File: src/rtl/edsac_pkg.sv
// Shared EDSAC serial-datapath constants, minor-cycle position type and transmitter states.
package edsac_pkg;

  localparam int MINOR_LEN  = 18;
  localparam int SHORT_BITS = 17;
  localparam int LONG_BITS  = MINOR_LEN + SHORT_BITS;
  localparam int POS_W      = 5;

  typedef logic [POS_W-1:0] pos_t;

  typedef enum logic [2:0] {
    IDLE,
    PEND,
    SHORT,
    LONG1,
    LONG2
  } tx_state_t;

endpackage

File: src/rtl/digit_counter.sv
// Free-running mod-LEN digit position counter; pos_nxt_o exposes the value loaded on the next edge.
module digit_counter
  import edsac_pkg::*;
#(
  parameter int LEN = MINOR_LEN
) (
  input  logic clk,
  input  logic rst_n,
  output pos_t pos_o,
  output pos_t pos_nxt_o,
  output logic last_o
);

  pos_t cnt_q, cnt_d;

  always_comb begin
    last_o = (cnt_q == pos_t'(LEN - 1));
    cnt_d  = last_o ? '0 : cnt_q + pos_t'(1);
  end

  always_ff @(posedge clk) begin
    if (!rst_n) cnt_q <= '0;
    else        cnt_q <= cnt_d;
  end

  assign pos_o     = cnt_q;
  assign pos_nxt_o = cnt_d;

endmodule

File: src/rtl/serial_word_tx.sv
// Parallel-to-serial EDSAC word transmitter: short/long words sent LSB-first on the minor-cycle frame.
// A word accepted mid-cycle waits in PEND; the next word can be taken at the gap digit of the last cycle.
module serial_word_tx
  import edsac_pkg::*;
(
  input  logic                 clk,
  input  logic                 rst_n,
  input  logic                 in_valid,
  output logic                 in_ready,
  input  logic                 in_long,
  input  logic [LONG_BITS-1:0] din,
  output logic                 dout,
  output logic                 dout_valid,
  output logic                 word_end,
  output pos_t                 pos,
  output logic                 busy
);

  localparam pos_t LAST_DATA_POS = pos_t'(SHORT_BITS - 1);
  localparam logic [LONG_BITS-1:0] SHORT_MASK =
    {{(LONG_BITS - SHORT_BITS){1'b0}}, {SHORT_BITS{1'b1}}};

  tx_state_t            state_q, state_d;
  logic                 long_q, long_d;
  logic [LONG_BITS-1:0] sh_q, sh_d;
  logic                 dout_q, dout_d;
  logic                 dv_q, dv_d;
  logic                 we_q, we_d;

  pos_t                 pos_nxt;
  logic                 pos_last;
  logic                 accept;
  logic                 data_nxt;
  logic [LONG_BITS-1:0] src;

  digit_counter #(.LEN(MINOR_LEN)) u_digit_counter (
    .clk       (clk),
    .rst_n     (rst_n),
    .pos_o     (pos),
    .pos_nxt_o (pos_nxt),
    .last_o    (pos_last)
  );

  always_comb begin
    in_ready = (state_q == IDLE) ||
               (pos_last && (state_q == SHORT || state_q == LONG2));
    accept   = in_valid && in_ready;
    state_d  = state_q;
    long_d   = long_q;
    src      = sh_q;

    if (accept) begin
      long_d = in_long;
      src    = in_long ? din : (din & SHORT_MASK);
    end

    case (state_q)
      IDLE: begin
        if (accept) state_d = pos_last ? (in_long ? LONG1 : SHORT) : PEND;
      end
      PEND: begin
        if (pos_last) state_d = long_q ? LONG1 : SHORT;
      end
      SHORT, LONG2: begin
        if (pos_last) state_d = accept ? (in_long ? LONG1 : SHORT) : IDLE;
      end
      LONG1: begin
        if (pos_last) state_d = LONG2;
      end
      default: state_d = IDLE;
    endcase

    // Outputs are registered, so they are derived from the state/position of the coming cycle.
    data_nxt = (state_d == LONG1) ||
               ((state_d == SHORT || state_d == LONG2) && (pos_nxt <= LAST_DATA_POS));
    sh_d     = data_nxt ? (src >> 1) : src;
    dout_d   = data_nxt && src[0];
    dv_d     = data_nxt;
    we_d     = (state_d == SHORT || state_d == LONG2) && (pos_nxt == LAST_DATA_POS);
  end

  always_ff @(posedge clk) begin
    if (!rst_n) begin
      state_q <= IDLE;
      long_q  <= 1'b0;
      sh_q    <= '0;
      dout_q  <= 1'b0;
      dv_q    <= 1'b0;
      we_q    <= 1'b0;
    end else begin
      state_q <= state_d;
      long_q  <= long_d;
      sh_q    <= sh_d;
      dout_q  <= dout_d;
      dv_q    <= dv_d;
      we_q    <= we_d;
    end
  end

  assign dout       = dout_q;
  assign dout_valid = dv_q;
  assign word_end   = we_q;
  assign busy       = (state_q != IDLE);

endmodule

File: config.mk
export PLATFORM = sky130hd
export DESIGN_NAME = serial_word_tx
export DESIGN_NICKNAME = d
export VERILOG_FILES = /design/src/rtl/edsac_pkg.sv /design/src/rtl/digit_counter.sv /design/src/rtl/serial_word_tx.sv
export SDC_FILE = /design/constraint.sdc
export NUM_CORES = 1
export LEC_CHECK = 0
export CORE_UTILIZATION = 40
export CTS_BUF_LIST = sky130_fd_sc_hd__clkbuf_16
export CTS_CLUSTER_SIZE = 30
export DETAILED_ROUTE_END_ITERATION = 8
export PLACE_DENSITY = 0.73
export SETUP_SLACK_MARGIN = 0.02
export SLEW_MARGIN = 20
export SYNTH_ARGS = -nofsm -noshare
export SYNTH_HDL_FRONTEND = slang
export SYNTH_SLANG_ARGS = --single-unit
File: constraint.sdc
create_clock -name clk -period 2.16 [get_ports clk]
set_input_delay 0.216 -clock clk [delete_from_list [all_inputs] [get_ports clk]]
set_output_delay 0.216 -clock clk [all_outputs]
set_load 0.02 [all_outputs]
[Yosys cells after proc, flatten, opt, wreduce, memory -nomap -nowiden]
Index checks and enable logic that the tools add are counted.
W data, S select, Z words.
Word-level totals
  flip-flop bits (word level): 47
  bits of input ports: 39
  output and inout port bits: 10
  word-level logic and storage cells: 46
Cells by class
  $add $sub $neg: 1
  magnitude comparators: 1
  equal/unequal tests: 9
  multiplexer cells: 13
  bitwise operators: 1
  reductions and logical operators: 13
Operators with widths (count)
  $mux W35: 2
  $mux W34: 1
  $mux W3: 5
  $eq A3 B2 Y1 const B: 4
  $pmux W3 S4: 1
  $eq A5 B5 Y1 const B: 2
  $eq A3 B3 Y1 const B: 2
  $add A5 B1 Y5 const B: 1
  $le A5 B5 Y1 const B: 1
  $logic_and A1 B1 Y1: 5
  $mux W5: 1
  $logic_or A1 B1 Y1: 4
  $reduce_or A2 Y1: 2
  $eq A3 B1 Y1 const B: 1
  $logic_not A3 Y1: 1
  $reduce_bool A3 Y1: 1
  $mux W1: 2
  $mux W2: 1
  $not A1 Y1: 1

[Depth between registers and ports, before layout]
  depth in word-level cells: 13
  gate-level depth with buffers: 10

[Cells and area by module]
Synthesis repeated with hierarchy kept, for this count alone.
Second synthesis, totals
  cell total of the unflattened synthesis: 275
  area total of the unflattened synthesis: 2504.9 um^2
By module, submodules not included
  serial_word_tx: times used 1, cells each 248, area an instance 2222.1 um^2, sequential area each 840.8 um^2
  digit_counter: times used 1, cells each 27, area an instance 282.8 um^2, sequential area each 100.1 um^2

[Least setup slack after synthesis]
Ideal clock, no wire load.
  kind: register -> register
  start: register u_digit_counter.cnt_q[0], in the netlist u_digit_counter.pos_o[0]
  end: register sh_q[24]
  setup time: 121 ps
  arrival: 2219 ps
  required time: 2039 ps
  path slack: -180 ps
  stages on the path, launching flop included: 9
  period minus slack after synthesis: 2340 ps
  cell sequence: dfxtp_1 -> ha_1 -> or4bb_1 -> nand2_1 -> o311ai_1 -> a31oi_1 -> buf_6 -> buf_6 -> mux2_4
On the way
  longest elaborated chain between the ends: 12
  elaborated cells on any way between the ends: 22
  classes of those cells: add/sub: 1; order compare: 1; eq/ne: 4; mux: 10; reduce/logical: 6
RTL lines
  from (decl): line digit_counter.sv:14  | pos_t cnt_q, cnt_d;
  from (signal assigned): line digit_counter.sv:23  | else cnt_q <= cnt_d;
  $eq A5 B5 Y1: line digit_counter.sv:17  | last_o = (cnt_q == pos_t'(LEN - 1));
  $logic_and A1 B1 Y1: line serial_word_tx.sv:46  | (pos_last && (state_q == SHORT || state_q == LONG2));
  $logic_or A1 B1 Y1: line serial_word_tx.sv:45  | in_ready = (state_q == IDLE) ||
  $logic_and A1 B1 Y1: line serial_word_tx.sv:47  | accept = in_valid && in_ready;
  $mux W2: line serial_word_tx.sv:65  | if (pos_last) state_d = accept ? (in_long ? LONG1 : SHORT) : IDLE;
  $mux W3: line serial_word_tx.sv:65
  $pmux W3 S4: line serial_word_tx.sv:57  | case (state_q)
  $eq A3 B2 Y1 / $eq A3 B3 Y1 (equally long branches): line serial_word_tx.sv:75  | ((state_d == SHORT || state_d == LONG2) && (pos_nxt <= LAST_DATA_POS));
  $logic_or A1 B1 Y1: line serial_word_tx.sv:75
  $logic_and A1 B1 Y1: line serial_word_tx.sv:75
  $logic_or A1 B1 Y1: line serial_word_tx.sv:74  | data_nxt = (state_d == LONG1) ||
  $mux W34 *: line serial_word_tx.sv:76  | sh_d = data_nxt ? (src >> 1) : src;
  to (signal assigned): line serial_word_tx.sv:86  | sh_q <= '0;
  to (signal assigned): line serial_word_tx.sv:93  | sh_q <= sh_d;
  to (decl): line serial_word_tx.sv:25  | logic [LONG_BITS-1:0] sh_q, sh_d;
Every way passes the cells marked *; elsewhere a longest branch is shown, timed or not.
A chain may end at the register's enable or synchronous reset.

[Worst setup path in the final report]
  start: register u_digit_counter.cnt_q[1], in the netlist u_digit_counter.pos_o[1]
  end: register sh_q[17]
Same word-level chain as after synthesis.

==> flow_metrics.py <==
metrics = {
    "logic_synthesis": {
        "synth_seq_cells": 47,
        "synth_top_cell_by_area": "dfxtp_1",
        "synthTopCellsByCount": "47 x dfxtp_1, 42 x nor2_1, 25 x nand2_1, 21 x a21oi_1, 20 x nand3_1",
        "yosysMostFrequentCell": "dfxtp_1",
        "syn_area_per_cell_um2": 8.64,
        "ys_types": 36,
        "syn_area_um2": 2300,
        "synth_area_leaders": "dfxtp_1 41%, mux2i_1 7.4%, nor2_1 6.9%, mux2_4 6.5%, or3_1 4.9%",
        "synth_top_area_share_pct": 40.9,
        "yosys_warnings": 0,
        "synth_edf_count": 0,
        "synth_nets": 307,
        "ys.flop_type": "dfxtp_1",
        "synthArstFlopShare_pct": 0,
        "synth_seq_area_share_pct": 40.9,
        "synth_cells": 266,
    },
    "timing": {
        "relSlewSlack_pct": 58.0,
        "finClkSkew_ns": 0.00453,
        "finalCriticalPeriod_ns": 2.25,
        "setup_violations": 26,
        "layout_setup_ws_ns": -0.0890,
        "holdWs_ns": 0.468,
        "fmax_ghz": 0.445,
        "fin_setup_tns_ns": -1.14,
        "slew_violations": 0,
        "rsz0062_at_grt": "yes",
        "tightest_slew_ns": 0.627,
        "fin_crit_sh_pct": 104,
        "hold_violations": 0,
    },
    "die": {
        "start_util_pct": 41.7,
        "coreArea_um2": 5510,
        "fp.dieW_um": 77.8,
        "dieArea_um2": 6050,
        "floorplan.rows": 27,
        "fp.dieH_um": 77.8,
        "pin_count": 49,
    },
    "status": {
        "failed_checks": "setup timing",
        "outcome": "finished, violations left",
    },
    "clock_network": {
        "clock-root-buffer": "clkbuf_16",
        "clockBufferDepth": 2,
        "cts.sinks": 47,
        "cts_buffers": 5,
        "insertion_delay_ns": 0.29,
        "cts_tree": "built",
        "cts_hold_buf": 0,
        "path_clk_slew_ns": 0.06,
        "htreeDepth": 2,
    },
    "global_routing": {
        "grt_max_degree": 35,
        "grt_pass1_wl_um": 9790,
        "grtUsageMet2_pct": 34.6,
        "grtUsageMet3_pct": 4.12,
        "antenna_found_initial": 0,
        "grt_pass1_vias": 2076,
        "globalRoute.totalOverflow": 0,
        "use_met1_pct": 25.5,
        "grt_most_used_layer": "met2",
        "grt_usage_pct": 20.6,
    },
    "place": {
        "dp_hpwl_um": 3400,
        "place_congestion": 0.763,
        "placedCellCount": 382,
        "dp_slack_ns": -0.0167,
        "portBuffers": 48,
    },
    "route": {
        "drtIter0Drc": 142,
        "ant_nets": 0,
        "drc": 0,
        "viasPerCell": 5.44,
        "vias": 2237,
        "wire_per_inst_um": 17.1,
        "finalWirelength_um": 7020,
        "drtPass1Iterations": 4,
    },
    "setup_path": {
        "crit_start": "u_digit_counter.pos_o[1]$_SDFF_PN0_",
        "reg2reg_to": "sh_q[17]$_SDFF_PN0_",
        "worstPathCellList": "inv_4, ha_4, nor4bb_4, buf_4, buf_6, o211ai_1, buf_4, buf_6, buf_6, nor2_2, a31o_2, mux2_4",
        "slowest_stage": "dfxtp_4",
        "cpMostUsedCell": "buf_6",
        "max_stage_delay_ns": 0.37,
        "critPathCapture": "sh_q[17]$_SDFF_PN0_",
        "worstPathRequired_ns": 2.34,
        "r2r-start": "u_digit_counter.pos_o[1]$_SDFF_PN0_",
        "cp.arrival_ns": 2.43,
        "worst-path-buf-inv": 6,
        "cp-end-kind": "flip-flop",
        "critPathMaxFanout": 5,
        "worst-setup-path-type": "flip-flop to flip-flop",
        "crit_family": "buffers and inverters",
        "startpoint_type": "flip-flop",
        "cp_num_cells": 12,
        "reg2reg_slack_ns": -0.09,
        "ff2ff_path_depth": 12,
    },
    "pwr": {
        "p_leak_nw": 1.35,
        "vdd_drop_max_v": 0.000312,
        "powerDensity_nw_per_um2": 577,
        "power_mw": 2.08,
    },
    "finish": {
        "syn_to_final_growth_pct": 56.7,
        "finalNonFillerCells": 411,
        "layout.nets": 379,
        "num_antenna_cells": 0,
        "drive_gt1_share_pct": 29.5,
    },
    "worst_hold_path": {
        "whs_path_depth": 1,
        "min_path_type": "flip-flop to flip-flop",
    },
    "run": {
        "maxCapViolations": 0,
    },
}
==> power by group <==
group | total, mW | switching [mW] | internal (mW)
Combinational | 0.401 | 0.178 | 0.223
Sequential | 0.937 | 0.0231 | 0.914
Clock | 0.742 | 0.320 | 0.423
Total | 2.08 | 0.521 | 1.56
==> per-layer routing <==
metal | vias to the layer above | share of wire, %
li1 | 1068 | -
met1 | 1061 | 41
met2 | 85 | 49
met3 | 23 | 6.4
met4 | 0 | 3.6
met5 | - | 0
==> final cells by class <==
| type | instances | area [µm²] |
|---|---|---|
| fillers | 394 | 1900 |
| multi-input cells | 194 | 1450 |
| repair buffers | 87 | 960 |
| flip-flops and latches | 47 | 950 |
| clock buffers | 5 | 125 |
| well taps | 72 | 90.1 |
| clock inverters | 3 | 16.3 |
| inverters | 3 | 13.8 |
==> worst reg2reg max path: stages, from the launching register on <==
cell      delay (ns)
dfxtp_4         0.37
inv_4           0.04
ha_4            0.14
nor4bb_4        0.14
buf_4           0.16
buf_6           0.12
o211ai_1        0.23
buf_4           0.19
buf_6           0.10
buf_6           0.12
nor2_2          0.05
a31o_2          0.21
mux2_4          0.26
==> cells in the final DEF, fill, tap and decap left out, drive strengths merged, types with 2 or more instances in the layout <==
cell / count
a21oi: 21
a31oi: 3
and2: 2
and3: 2
and4: 2
buf: 35
clkbuf: 10
clkdlybuf4s50: 47
clkinv: 2
dfxtp: 47
ha: 2
inv: 4
mux2: 18
mux2i: 17
nand2: 25
nand2b: 2
nand3: 20
nor2: 42
nor2b: 2
nor4: 2
o21ai: 4
or3: 18
==> per-stage QoR <==
| step | cell area, µm² | util (%) |
|---|---|---|
| final | 3600 | 65.4 |
| after global routing | 3600 | 65.4 |
| after CTS | 3350 | 60.9 |
| after detailed placement | 2980 | 54.1 |
| after global placement | 2980 | 54.1 |
| after floorplan | 2320 | - |
==> registers in the layout, indices dropped and copies added, names as in the netlist <==
signal and count:
dout_valid 1, long_q 1, sh_q 35, u_digit_counter.pos_o 5, state_q 3, dout 1, word_end 1
==> cells by family after synthesis <==
group / count (synthesis) / share of synthesized area, %
multiplexers: 35 / 17.9
XOR/XNOR: 2 / 0.762
adder cells (fa/ha/maj): 2 / 1.09
flip-flops: 47 / 40.9
AND/OR/NAND/NOR: 120 / 24.8
buffers and inverters: 25 / 5.50
AO/OA/AOI/OAI: 35 / 9.04
==> how the worst min path moves through the flow <==
stage | start | to | slack (ns)
after floorplan | in_valid | state_q[1]$_SDFF_PN0_ | 0.37
after global placement | u_digit_counter.pos_o[0]$_SDFF_PN0_ | u_digit_counter.pos_o[0]$_SDFF_PN0_ | 0.44
after detailed placement | u_digit_counter.pos_o[0]$_SDFF_PN0_ | u_digit_counter.pos_o[0]$_SDFF_PN0_ | 0.45
after CTS | u_digit_counter.pos_o[0]$_SDFF_PN0_ | u_digit_counter.pos_o[0]$_SDFF_PN0_ | 0.47
after global routing | u_digit_counter.pos_o[0]$_SDFF_PN0_ | u_digit_counter.pos_o[0]$_SDFF_PN0_ | 0.49
final | u_digit_counter.pos_o[0]$_SDFF_PN0_ | u_digit_counter.pos_o[0]$_SDFF_PN0_ | 0.47
==> repair_timing <==
item,CTS,global route
pin swaps,17,10
endpoints found under the setup margin,21,38
gates cloned,5,5
buffers inserted,9,7
gates resized for setup,17,43
Note: power is estimated with default switching activity, not from simulation.
